--- src/rtl/seg_scan_ctrl.sv ---
// Eight-digit multiplexed seven-segment scanner with tear-free, frame-aligned value updates.
// Latency: SEG/NA are registered one cycle behind the digit index; staged values appear at the next frame wrap.
// Backpressure: Load is accepted only while Busy=0; requests made while Busy=1 are dropped.
// Optional: define SEG_SCAN_LEADING_ZERO_BLANK_EN to blank digits above the most-significant nonzero nibble.
module seg_scan_ctrl #(
    parameter int ReloadValue = 200000,
    parameter int NrOfBits    = 24
) (
    input  logic        FPGA_GlobalClock,
    input  logic        RST_N,
    input  logic        En,
    input  logic [31:0] Value,
    input  logic [7:0]  DotMask,
    input  logic        Load,
    output logic        Busy,
    output logic        Done,
    output logic [7:0]  SEG,
    output logic [7:0]  NA
);

    localparam logic [NrOfBits-1:0] LastCount = NrOfBits'(ReloadValue - 1);

    logic [NrOfBits-1:0] presc;
    logic [2:0]          digit;
    logic [31:0]         disp;
    logic [31:0]         stage;
    logic                tick;
    logic                frame_end;
    logic [3:0]          nibble;
    logic [6:0]          seg7;
    logic                blank;

    // A tick ends each digit slot; the tick out of digit 7 is the frame boundary.
    assign tick      = En && (presc == LastCount);
    assign frame_end = tick && (digit == 3'd7);

    // Prescaler: counts slot clocks, frozen while the display is disabled.
    always_ff @(posedge FPGA_GlobalClock) begin
        if (!RST_N) begin
            presc <= '0;
        end else if (En) begin
            presc <= tick ? '0 : presc + NrOfBits'(1);
        end
    end

    // Digit index: advances once per slot, wrapping 7 -> 0.
    always_ff @(posedge FPGA_GlobalClock) begin
        if (!RST_N) begin
            digit <= '0;
        end else if (tick) begin
            digit <= digit + 3'd1;
        end
    end

    // Update handshake: stage on an accepted Load, publish only at a frame boundary.
    // A Load accepted on a boundary cycle finds Busy=0, so it waits for the following wrap.
    always_ff @(posedge FPGA_GlobalClock) begin
        if (!RST_N) begin
            stage <= '0;
            disp  <= '0;
            Busy  <= 1'b0;
            Done  <= 1'b0;
        end else begin
            Done <= 1'b0;
            if (!Busy) begin
                if (Load) begin
                    stage <= Value;
                    Busy  <= 1'b1;
                end
            end else if (frame_end) begin
                disp <= stage;
                Busy <= 1'b0;
                Done <= 1'b1;
            end
        end
    end

    // Select the nibble for the digit currently being scanned.
    always_comb begin
        nibble = disp[{digit, 2'b00} +: 4];
    end

    // Active-low hex decode, bit0 = a .. bit6 = g.
    always_comb begin
        seg7 = 7'h7F;
        case (nibble)
            4'h0: seg7 = 7'h40;
            4'h1: seg7 = 7'h79;
            4'h2: seg7 = 7'h24;
            4'h3: seg7 = 7'h30;
            4'h4: seg7 = 7'h19;
            4'h5: seg7 = 7'h12;
            4'h6: seg7 = 7'h02;
            4'h7: seg7 = 7'h78;
            4'h8: seg7 = 7'h00;
            4'h9: seg7 = 7'h10;
            4'hA: seg7 = 7'h08;
            4'hB: seg7 = 7'h03;
            4'hC: seg7 = 7'h46;
            4'hD: seg7 = 7'h21;
            4'hE: seg7 = 7'h06;
            4'hF: seg7 = 7'h0E;
            default: seg7 = 7'h7F;
        endcase
    end

`ifdef SEG_SCAN_LEADING_ZERO_BLANK_EN
    logic [2:0] msd;

    // Find the most-significant nonzero nibble; digit 0 is always shown.
    always_comb begin
        msd = 3'd0;
        for (int k = 1; k < 8; k++) begin
            if (disp[k*4 +: 4] != 4'h0) begin
                msd = 3'(k);
            end
        end
        blank = (digit > msd);
    end
`else
    // Every digit is decoded.
    always_comb begin
        blank = 1'b0;
    end
`endif

    // Registered drivers: dark while disabled, otherwise one anode low with its decoded pattern.
    always_ff @(posedge FPGA_GlobalClock) begin
        if (!RST_N) begin
            NA  <= 8'hFF;
            SEG <= 8'hFF;
        end else if (!En) begin
            NA  <= 8'hFF;
            SEG <= 8'hFF;
        end else begin
            NA  <= ~(8'h01 << digit);
            SEG <= blank ? 8'hFF : {~DotMask[digit], seg7};
        end
    end

endmodule

--- config.mk ---
export PLATFORM = sky130hd
export DESIGN_NAME = seg_scan_ctrl
export DESIGN_NICKNAME = d
export VERILOG_FILES = /design/src/rtl/seg_scan_ctrl.sv
export SDC_FILE = /design/constraint.sdc
export NUM_CORES = 1
export LEC_CHECK = 0
export ABC_AREA = 1
export BUFFER_PORTS_ARGS = -buffer_cell sky130_fd_sc_hd__buf_2
export CAP_MARGIN = 20
export CORE_MARGIN = 4
export CORE_UTILIZATION = 60
export CTS_BUF_LIST = sky130_fd_sc_hd__clkbuf_2
export CTS_CLUSTER_DIAMETER = 120
export DETAILED_ROUTE_END_ITERATION = 10
export PLACE_DENSITY_LB_ADDON = 0.25
export SYNTH_ARGS = -nofsm -noshare
export SYNTH_HDL_FRONTEND = slang
export SYNTH_SLANG_ARGS = --single-unit
--- constraint.sdc ---
create_clock -name FPGA_GlobalClock -period 2.2 [get_ports FPGA_GlobalClock]
set_input_delay 0.33 -clock FPGA_GlobalClock [delete_from_list [all_inputs] [get_ports FPGA_GlobalClock]]
set_output_delay 0.33 -clock FPGA_GlobalClock [all_outputs]
set_load 0.01 [all_outputs]
==> impl_results.md, run 1 <==
- Final count of hold timing violations: 0
- P_leak: 0.00262 uW
- Number of synthesized flops with an enable pin: 0
- Post-synthesis adder-cell area fraction: 0.0301
- Crit path buffers/inverters: 1
- Top-area cell type share of the netlist area: 0.437
- Post-synthesis xor/xnor area fraction: 0.00526
- Vias per inst: 5.28
- Highest ir drop seen on vdd: approximately 0.46 mV
- Yosys warns: 0
- Crit path DAT: 2.51 ns
- Most frequent cell after synthesis: nand2_1
- Delay-heaviest family, CP: simple AND/OR/NAND/NOR gates
- N_diodes: 0
- Starting DRT DRC Count: between 200 and 300
- Tmin final: ~2.0 ns
- Tcrit/Tclk final: 0.903
- Clk root buf: clkbuf_2
- First-pass GRT wire length: approximately 19 mm
- Combinational fraction of design power: 0.075
- Share of post-route cells with drive strength above 1: 0.128
- Final core utilization: 0.704
- DR pass1 iterations: 5
- Clk slew on worst S/H paths: 0.29 ns
- Starting Density: 0.611
- Clk_lat worst skew: 0.59 ns
- Final setup fails: 0
- Core box area: 8180 sq um
- Drt total wl: ~11 mm
- Total I/O pin count: between 60 and 70
- DP Cell Count: 855
- Reg power frac: 0.651
- Post-synthesis mux area share: 0
- Die height: between 90 and 100 microns
- CP required: 2.72 ns
- FP Rows: 33
- Drt drc: 0
- PortBufs: approximately 60
- Power Density: around 550 nW/um^2
- Number of buffers created by CTS: 9
- GR Layer Usage met1: 0.302
- Final instance count without filler cells: 904
- Pint: 2330 uW
- # nets final: 850
- GPL Wtd Cong: 0.879
- Max_cap viols: 0
- Critical-path cell list: ha_1 -> inv_1 -> nor3_4 -> nand3_2 -> nor2_4 -> nor2_1 -> nand2_1 -> nor2_1
- Mean Syn Cell Area: between 6 and 7 sq um
- Synth Flop Type: dfxtp_1
- Slew Limit Fails: 0
- Initial antenna violation count: 0
- Largest fanout on the critical path: 15
- Finished Cell Area: roughly 5800 sq um
- Avg WL per Cell: about 12 microns
- Met2 GRT Util: 0.396
- Cell taking the most area after synthesis: dfxtp_1
- RSZ-0062 raised after global routing: no
- Total global-route track usage: 0.234
- Synth Area in Compound Gates: 0.0511
- Die area: 9850 sq um
- GR met3 Demand/Resource: 0.0519
- Slowest CP cell: nor2_1
- Worst setup SP type: register
- Vias after detailed routing: 4,774
- CP max stage delay: roughly 0.76 ns
- Largest cells by area after synthesis: dfxtp_1 44%, nand2_1 12%, nor2_1 10%, nand3_1 7.8%, inv_1 4.4%
- Area post-placement: between 5000 and 6000 sq um
- Setup_tns: 0 ns
- Cell variety after synth: 34
- Cells after synthesis: approximately 720
- Status: finished, final reports clean
- Post CTS Setup Buffer Count: 0
- Worst Setup End Kind: register
- Worst-margin pin slew: 1.00 ns
- CTS H-tree depth: 3
- Die W: 99.3 microns
- Maximum clock frequency: 0.503 GHz
- HP Class: primary input to register
- TritonCTS clock tree: done
- Post-DRT Antenna Nets: 0
- Clock Power Share: 0.275
- Sw Share: 0.267
- Syn-to-layout area delta: 15.1%
- Syn_nets: just under 800
- Synth Area in Simple Gates: 0.390
- Synthesized area: between 4000 and 5000 sq um
- Post-synth ARST share: 0
- Clk buf depth: 2
- Total gr overflow: 0
- Most used cell, CP: nor2_1
- Main combinational cell family by area after synthesis: simple AND/OR/NAND/NOR gates
- Clk_skew: ~0.04 ns
- WS Path Type: register to register
- Synth cell count leaders: 165 x nand2_1, 137 x nor2_1, 109 x dfxtp_1
- Post-DP HPWL: slightly below 8 mm
- Pin count of the biggest net entering global routing: 54
- Slew margin rel.: 0.331
- Global routing's busiest layer: met2
- Vias in the first global route: 4,508
- P_sw: ~850 uW
- Sinks on Clock Net: approximately 110
- #FFs+latches synth: 109
- Sequential area share after synthesis: 0.437
-- final cells by class --
| type | count | area [sq um] |
|---|---|---|
| clock buffers | 9 | 45.0 |
| flip-flops and latches | 109 | 2180 |
| fillers | 690 | 2420 |
| clock inverters | 7 | 70.1 |
| repair buffers | 104 | 711 |
| well taps | 105 | 131 |
| inverters | 61 | 229 |
| multi-input cells | 509 | 2380 |
-- kinds of logic (layout without fill, tap and decap cells) --
kind of cell	count (synthesis)	count (layout)
simple gates	445	445
flops	109	109
buf+inv	97	181
compound gates	49	49
fa+ha+maj	12	12
xor+xnor	3	3
-- routing by layer --
metal | share of wire | vias up
met3 | 0.058 | 16
met2 | 0.47 | 156
met5 | 0 | -
li1 | - | 2460
met4 | 0.013 | 0
met1 | 0.46 | 2142
-- power by group through the flow --
stage               Clock (uW)  Combinational, uW  Sequential [uW]
floorplan                    0                117             2100
global placement             0                185             2100
detailed placement           0                190             2100
CTS                        911                235             2070
global route               982                270             2080
finish                     874                238             2070
-- sequential cells by signal, indices dropped and copies added (netlist names) --
signal and cells:
stage 32, presc 24, Busy 1, Done 1, NA 8, disp 32
digit 3, SEG 8
-- per-stage QoR --
step                setup WS (ns)  hold slack (ns)  total power (uW)
floorplan                   0.430            0.443              2220
global placement            0.307            0.459              2290
finish                      0.213           0.0643              3180
CTS                         0.152           0.0128              3220
global route               0.0331           0.0123              3330
detailed placement          0.203            0.463              2290
-- what timing repair did --
| item | in CTS | in global routing |
|---|---|---|
| endpoints found under the setup margin | 0 | 4 |
| resized for setup | 0 | 1 |
| hold buffers | 33 | 0 |
| hold endpoints to repair | 33 | 0 |
-- tightest hold or removal path, stage by stage --
cell	delay (ns)
buf_2	0.13
inv_1	0.10
nor2_1	0.06
-- cell usage in the layout, fill, tap and decap left out --
| cell type | instances |
|---|---|
| clkinv_1 | 2 |
| nand3_1 | 78 |
| inv_6 | 3 |
| a21o_1 | 1 |
| nand2_1 | 165 |
| buf_4 | 10 |
| clkinv_8 | 2 |
| a21oi_1 | 3 |
| o21ai_0 | 40 |
| ha_1 | 12 |
| nor3_1 | 14 |
| o22ai_1 | 1 |
| o21ai_1 | 2 |
| inv_2 | 1 |
| nand2_2 | 4 |
| inv_1 | 59 |
| buf_2 | 61 |
| nor3_2 | 1 |
| nand4_1 | 35 |
| clkinvlp_4 | 1 |
| nor2_4 | 1 |
| nor2_2 | 2 |
| clkbuf_2 | 9 |
| or2_2 | 1 |
| dfxtp_2 | 1 |
| dfxtp_1 | 108 |
| nand3b_1 | 1 |
| nor2_1 | 137 |
| a31oi_1 | 1 |
| xnor2_1 | 1 |
| nor3_4 | 1 |
| xor2_1 | 2 |
| and3_1 | 1 |
| nand4_2 | 1 |
| a32o_1 | 1 |
| nand3_2 | 3 |
| dlygate4sd3_1 | 33 |
-- final timing paths --
check           start         to  slack [ns]  depth (start not counted)
max          presc[0]  presc[16]        0.21                          8
min             RST_N   presc[4]        0.06                          3
max reg2reg  presc[0]  presc[16]        0.21                          8
min reg2reg  disp[18]   disp[18]        0.49                          2
Power figures use the tool's default switching activity.
==> inputs of run 2 (changes only) <==
==> constraint.sdc (replaced) <==
create_clock -name FPGA_GlobalClock -period 2.2 [get_ports FPGA_GlobalClock]
set_input_delay 0.44 -clock FPGA_GlobalClock [delete_from_list [all_inputs] [get_ports FPGA_GlobalClock]]
set_output_delay 0.44 -clock FPGA_GlobalClock [all_outputs]
set_load 0.01 [all_outputs]
==> run 2 against run 1 <==
Sequential share of layout area up 0.68 points; fmax up 4.0%; worst hold slack worse by 0.027 ns.
==> impl_results.md, run 2 (synthesis results as in run 1) <==
- N_diodes: 0
- Slew Limit Fails: 0
- Share of post-route cells with drive strength above 1: 0.133
- Total I/O pin count: 62
- Top Registers: disp (32), stage (32), presc (24)
- Avg WL per Cell: 12.5 microns
- Max_cap viols: 0
- Clk slew on worst S/H paths: between 0.3 and 0.4 ns
- Area post-placement: around 5300 sq um
- Fill count: between 700 and 800
- Drt total wl: roughly 11 mm
- Drt drc: 0
- Critical path depth: 8
- Clk_lat worst skew: 0.60 ns
- Delay-heaviest family, CP: simple AND/OR/NAND/NOR gates
- Finished Cell Area: 5650 sq um
- Crit path buffers/inverters: 2
- Vias per inst: about 5.3
- Die area: about 10000 sq um
- GPL Wtd Cong: 0.907
- CP max stage delay: roughly 0.45 ns
- Vias in the first global route: 4,377
- Die height: 99.3 microns
- DP Cell Count: roughly 860
- Power Density: 574 nW/um^2
- Syn-to-layout area delta: 13.1%
- Largest fanout on the critical path: 33
- Number of buffers created by CTS: 9
- # nets final: between 800 and 900
- WS Path Type: register to register
- Post CTS Setup Buffer Count: 0
- P_leak: about 0.0026 uW
- FP Rows: 33
- Commonest non-fill, non-tap cell in the layout: nand2_1
- Worst Setup End Kind: register
- DR pass1 iterations: 5
- Pin count of the biggest net entering global routing: 55
- PortBufs: 61
- Final Hold Slack: 0.0371 ns
- Clk_skew: 0.0494 ns
- Sinks on Clock Net: 109
- Starting Density: 0.611
- Tcrit/Tclk final: 0.869
- TritonCTS clock tree: done
- Total power: around 3200 uW
- Final setup fails: 0
- Starting DRT DRC Count: roughly 220
- RSZ-0062 raised after global routing: no
- Clk root buf: clkbuf_2
- Worst setup SP type: register
- Vias after detailed routing: 4,729
- CTS H-tree depth: 3
- Highest ir drop seen on vdd: around 0.46 mV
- Worst-margin pin slew: a little over 0.9 ns
- Total global-route track usage: 0.230
- Total gr overflow: 0
- Status: finished, final reports clean
- Post-DRT Antenna Nets: 0
- Initial antenna violation count: 0
- R2R cell count: 8
- Slew margin rel.: 0.387
- HP Class: primary input to register
- Final instance count without filler cells: 892
- Final count of hold timing violations: 0
- Slowest CP cell: dfxtp_1
- Die W: 99.3 microns
- Crit path DAT: 2.46 ns
- Hold Path Cell Cnt: 3
- Maximum clock frequency: around 0.52 GHz
- Clk buf depth: 2
- Most frequent cells in the layout: 165 x nand2_1, 136 x nor2_1, 108 x dfxtp_1
- Tmin final: around 1.9 ns
- Post-DP HPWL: slightly below 8 mm
- First-pass GRT wire length: 19.1 mm
- Setup_tns: 0 ns
- CP required: approximately 2.8 ns
- Critical-path cell list: ha_1 -> inv_1 -> nor3_4 -> nand3_2 -> nor2_4 -> buf_4 -> nand4_1 -> nand2_1
- Core box area: between 8000 and 9000 sq um
-- run 2: through the flow --
stage,util,setup slack [ns]
after global placement,0.649,0.251
after global routing,0.691,0.111
after CTS,0.680,0.157
after floorplan,-,0.430
final,0.691,0.289
after detailed placement,0.649,0.167
-- run 2: cell type report --
class / instances / area (sq um) / share of cell area
clock inverters: 7 / 82.6 / 0.0146
inverters: 61 / 229 / 0.0405
multi-input cells: 509 / 2390 / 0.423
flip-flops and latches: 109 / 2180 / 0.386
repair buffers: 92 / 591 / 0.105
well taps: 105 / 131 / 0.0233
clock buffers: 9 / 45.0 / 0.00797
-- run 2: worst paths after layout --
check	from	end	slack (ns)
setup reg to reg	presc[1]	disp[28]	0.29
hold / removal	Value[22]	stage[22]	0.04
hold reg to reg	disp[14]	disp[14]	0.49
setup / recovery	presc[1]	disp[28]	0.29
-- run 2: repair_timing --
item                                   4_1_cts  5_1_grt
hold buffers                                13        8
gates resized for setup                      0        3
setup endpoints to repair                    0       14
endpoints found under the hold margin       13        8
-- run 2: where the power goes --
| part | internal, uW | switching [uW] | leakage, uW |
|---|---|---|---|
| logic | 96.8 | 128 | 0.00162 |
| registers | 2040 | 30.3 | 0.000889 |
| clock network | 201 | 747 | 0.0000740 |
-- run 2: worst reg2reg max path: cells and delay by family (launching register included) --
kind,cells,cell delay (ns)
adders and majority gates,1,0.20
buffers and inverters,2,0.44
DFF,1,0.45
and+or+nand+nor,5,0.79
-- run 2: per-layer routing --
layer / up-vias / GRT usage / part of all wire
met2: 164 / 0.386 / 0.47
met1: 2116 / 0.297 / 0.45
met3: 16 / 0.0505 / 0.066
met4: 0 / 0.0693 / 0.015
li1: 2433 / - / -
met5: - / 0 / 0
==> inputs of run 3 (changes only) <==
clock period = 2.1 ns   (was 2.2 ns; I/O delays follow)
==> run 3 against run 2 <==
Critical path depth up 2; clock skew down 0.015 ns; final area down 3.6%; clock-buffer cell count up 2.
==> impl_results.md, run 3 (synthesis results as in run 1) <==
- Syn-to-layout area delta: 9.04%
- Reg power frac: 0.677
- # nets final: 818
- DR pass1 iterations: 5
- Most frequent cells in the layout: 165 x nand2_1, 136 x nor2_1, 109 x dfxtp_1
- CTS H-tree depth: 3
- Setup_tns: 0 ns
- Post CTS Setup Buffer Count: 0
- Fill count: around 750
- Status: finished, final reports clean
- Clk slew on worst S/H paths: 0.29 ns
- Pin count of the biggest net entering global routing: around 100
- Starting Density: 0.611
- TritonCTS clock tree: done
- Drt total wl: ~11 mm
- Top Registers: disp (32), stage (32), presc (24)
- Total gr overflow: 0
- Clk root buf: clkbuf_2
- CP startpoint: presc[1]
- Die height: approximately 99 microns
- Core box area: slightly above 8000 sq um
- Vias in the first global route: roughly 4.3k
- Highest ir drop seen on vdd: 0.506 mV
- Clock Power Share: 0.259
- HP Class: primary input to register
- Power Density: 587 nW/um^2
- WS Path Type: register to register
- Crit path DAT: about 2.4 ns
- Clk buf depth: 2
- Total global-route track usage: 0.225
- RR Startpoint: presc[1]
- Worst-margin pin slew: 0.902 ns
- Drt drc: 0
- Slew margin rel.: 0.398
- Final count of hold timing violations: 0
- Sw Share: 0.255
- RSZ-0062 raised after global routing: no
- Clk_lat worst skew: roughly 0.55 ns
- Vias after detailed routing: 4,609
- Initial antenna violation count: 0
- Post-DP HPWL: around 7.6 mm
- Tcrit/Tclk final: 0.900
- Max_cap viols: 0
- N_diodes: 0
- Number of buffers created by CTS: 9
- FP Rows: 33
- Slew Limit Fails: 0
- First-pass GRT wire length: between 15 and 20 mm
- Worst setup SP type: register
- Share of post-route cells with drive strength above 1: 0.137
- Combinational fraction of design power: 0.064
- Most used cell, CP: buf_12
- Commonest non-fill, non-tap cell in the layout: nand2_1
- Sinks on Clock Net: 109
- P_leak: approximately 0.0025 uW
- Starting DRT DRC Count: approximately 210
- GPL Wtd Cong: about 0.9
- Vias per inst: between 5 and 6
- P_sw: 815 uW
- Worst Setup End Kind: register
- Slowest CP cell: dfxtp_1
- PortBufs: 61
- # hold bufs at CTS: 0
- PostCTS Resize Cnt: 0
- Final setup fails: 0
- Finished Cell Area: about 5400 sq um
- Post-DRT Antenna Nets: 0
- Largest fanout on the critical path: 38
- Maximum clock frequency: roughly 0.53 GHz
- Pint: 2380 uW
- CP required: ~2.6 ns
- Clk_skew: between 0.03 and 0.04 ns
- Area post-placement: about 5400 sq um
- Min-delay src: Load
- Critical-path cell list: ha_1 -> inv_1 -> nor3_4 -> nand3_2 -> nor2_4 -> buf_12 -> nand2_2 -> buf_12 -> nand3_1 -> nand2_1
- Die area: 9850 sq um
- CP max stage delay: roughly 0.42 ns
- Total I/O pin count: 62
- Tmin final: approximately 1.9 ns
- Avg WL per Cell: between 10 and 15 microns
- Die W: ~99 microns
-- run 3: changes by cell type in the layout (fill, tap and decap cells not counted), sizes merged --
cell	delta
inv	-3
clkinvlp	+1
buf	+1
clkbuf	+2
dlygate4sd3	-21
-- run 3: critical path: cells and delay by family (launching register included) --
kind,cells,cell delay (ns)
fa+ha+maj,1,0.18
buf+inv,3,0.47
simple gates,6,0.72
flops,1,0.42
-- run 3: path summary, 6_finish.rpt --
path                   end  slack, ns  depth (start not counted)
setup / recovery  disp[31]       0.21                         10
hold / removal        Busy       0.07                          3
setup reg to reg  disp[31]       0.21                         10
hold reg to reg    disp[5]       0.47                          2
-- run 3: power groups by stage --
| stage | combinational (uW) | clock, uW | sequential, uW |
|---|---|---|---|
| 3_3_place_gp | 195 | 0 | 2200 |
| 3_5_place_dp | 202 | 0 | 2200 |
| 4_1_cts | 203 | 859 | 2170 |
| 2_1_floorplan | 122 | 0 | 2200 |
| 5_1_grt | 236 | 929 | 2170 |
| 6_report | 203 | 830 | 2170 |
-- run 3: metal layers --
layer / global-route usage / up-vias / part of all wire
met1: 0.306 / 2051 / 0.47
met4: 0.0767 / 0 / 0.016
met5: 0 / - / 0
li1: - / 2395 / -
met2: 0.366 / 143 / 0.45
met3: 0.0379 / 20 / 0.065
-- run 3: final cells by class --
cell class | instances | area (sq um) | share of cell area
multi-input cells | 509 | 2390 | 0.438
repair buffers | 72 | 425 | 0.0781
clock inverters | 5 | 36.3 | 0.00666
flip-flops and latches | 109 | 2180 | 0.401
inverters | 61 | 229 | 0.0420
clock buffers | 11 | 55.1 | 0.0101
well taps | 105 | 131 | 0.0241
-- run 3: stage by stage --
step,setup slack [ns],utilization,std cells,hold slack [ns],power (uW)
5_1_grt,0.0709,0.666,872,0.0284,3340
6_report,0.210,0.666,872,0.0659,3200
3_3_place_gp,0.203,0.654,856,0.452,2400
2_1_floorplan,0.330,-,715,0.443,2320
3_5_place_dp,0.142,0.654,856,0.457,2400
4_1_cts,0.147,0.666,872,0.0291,3230
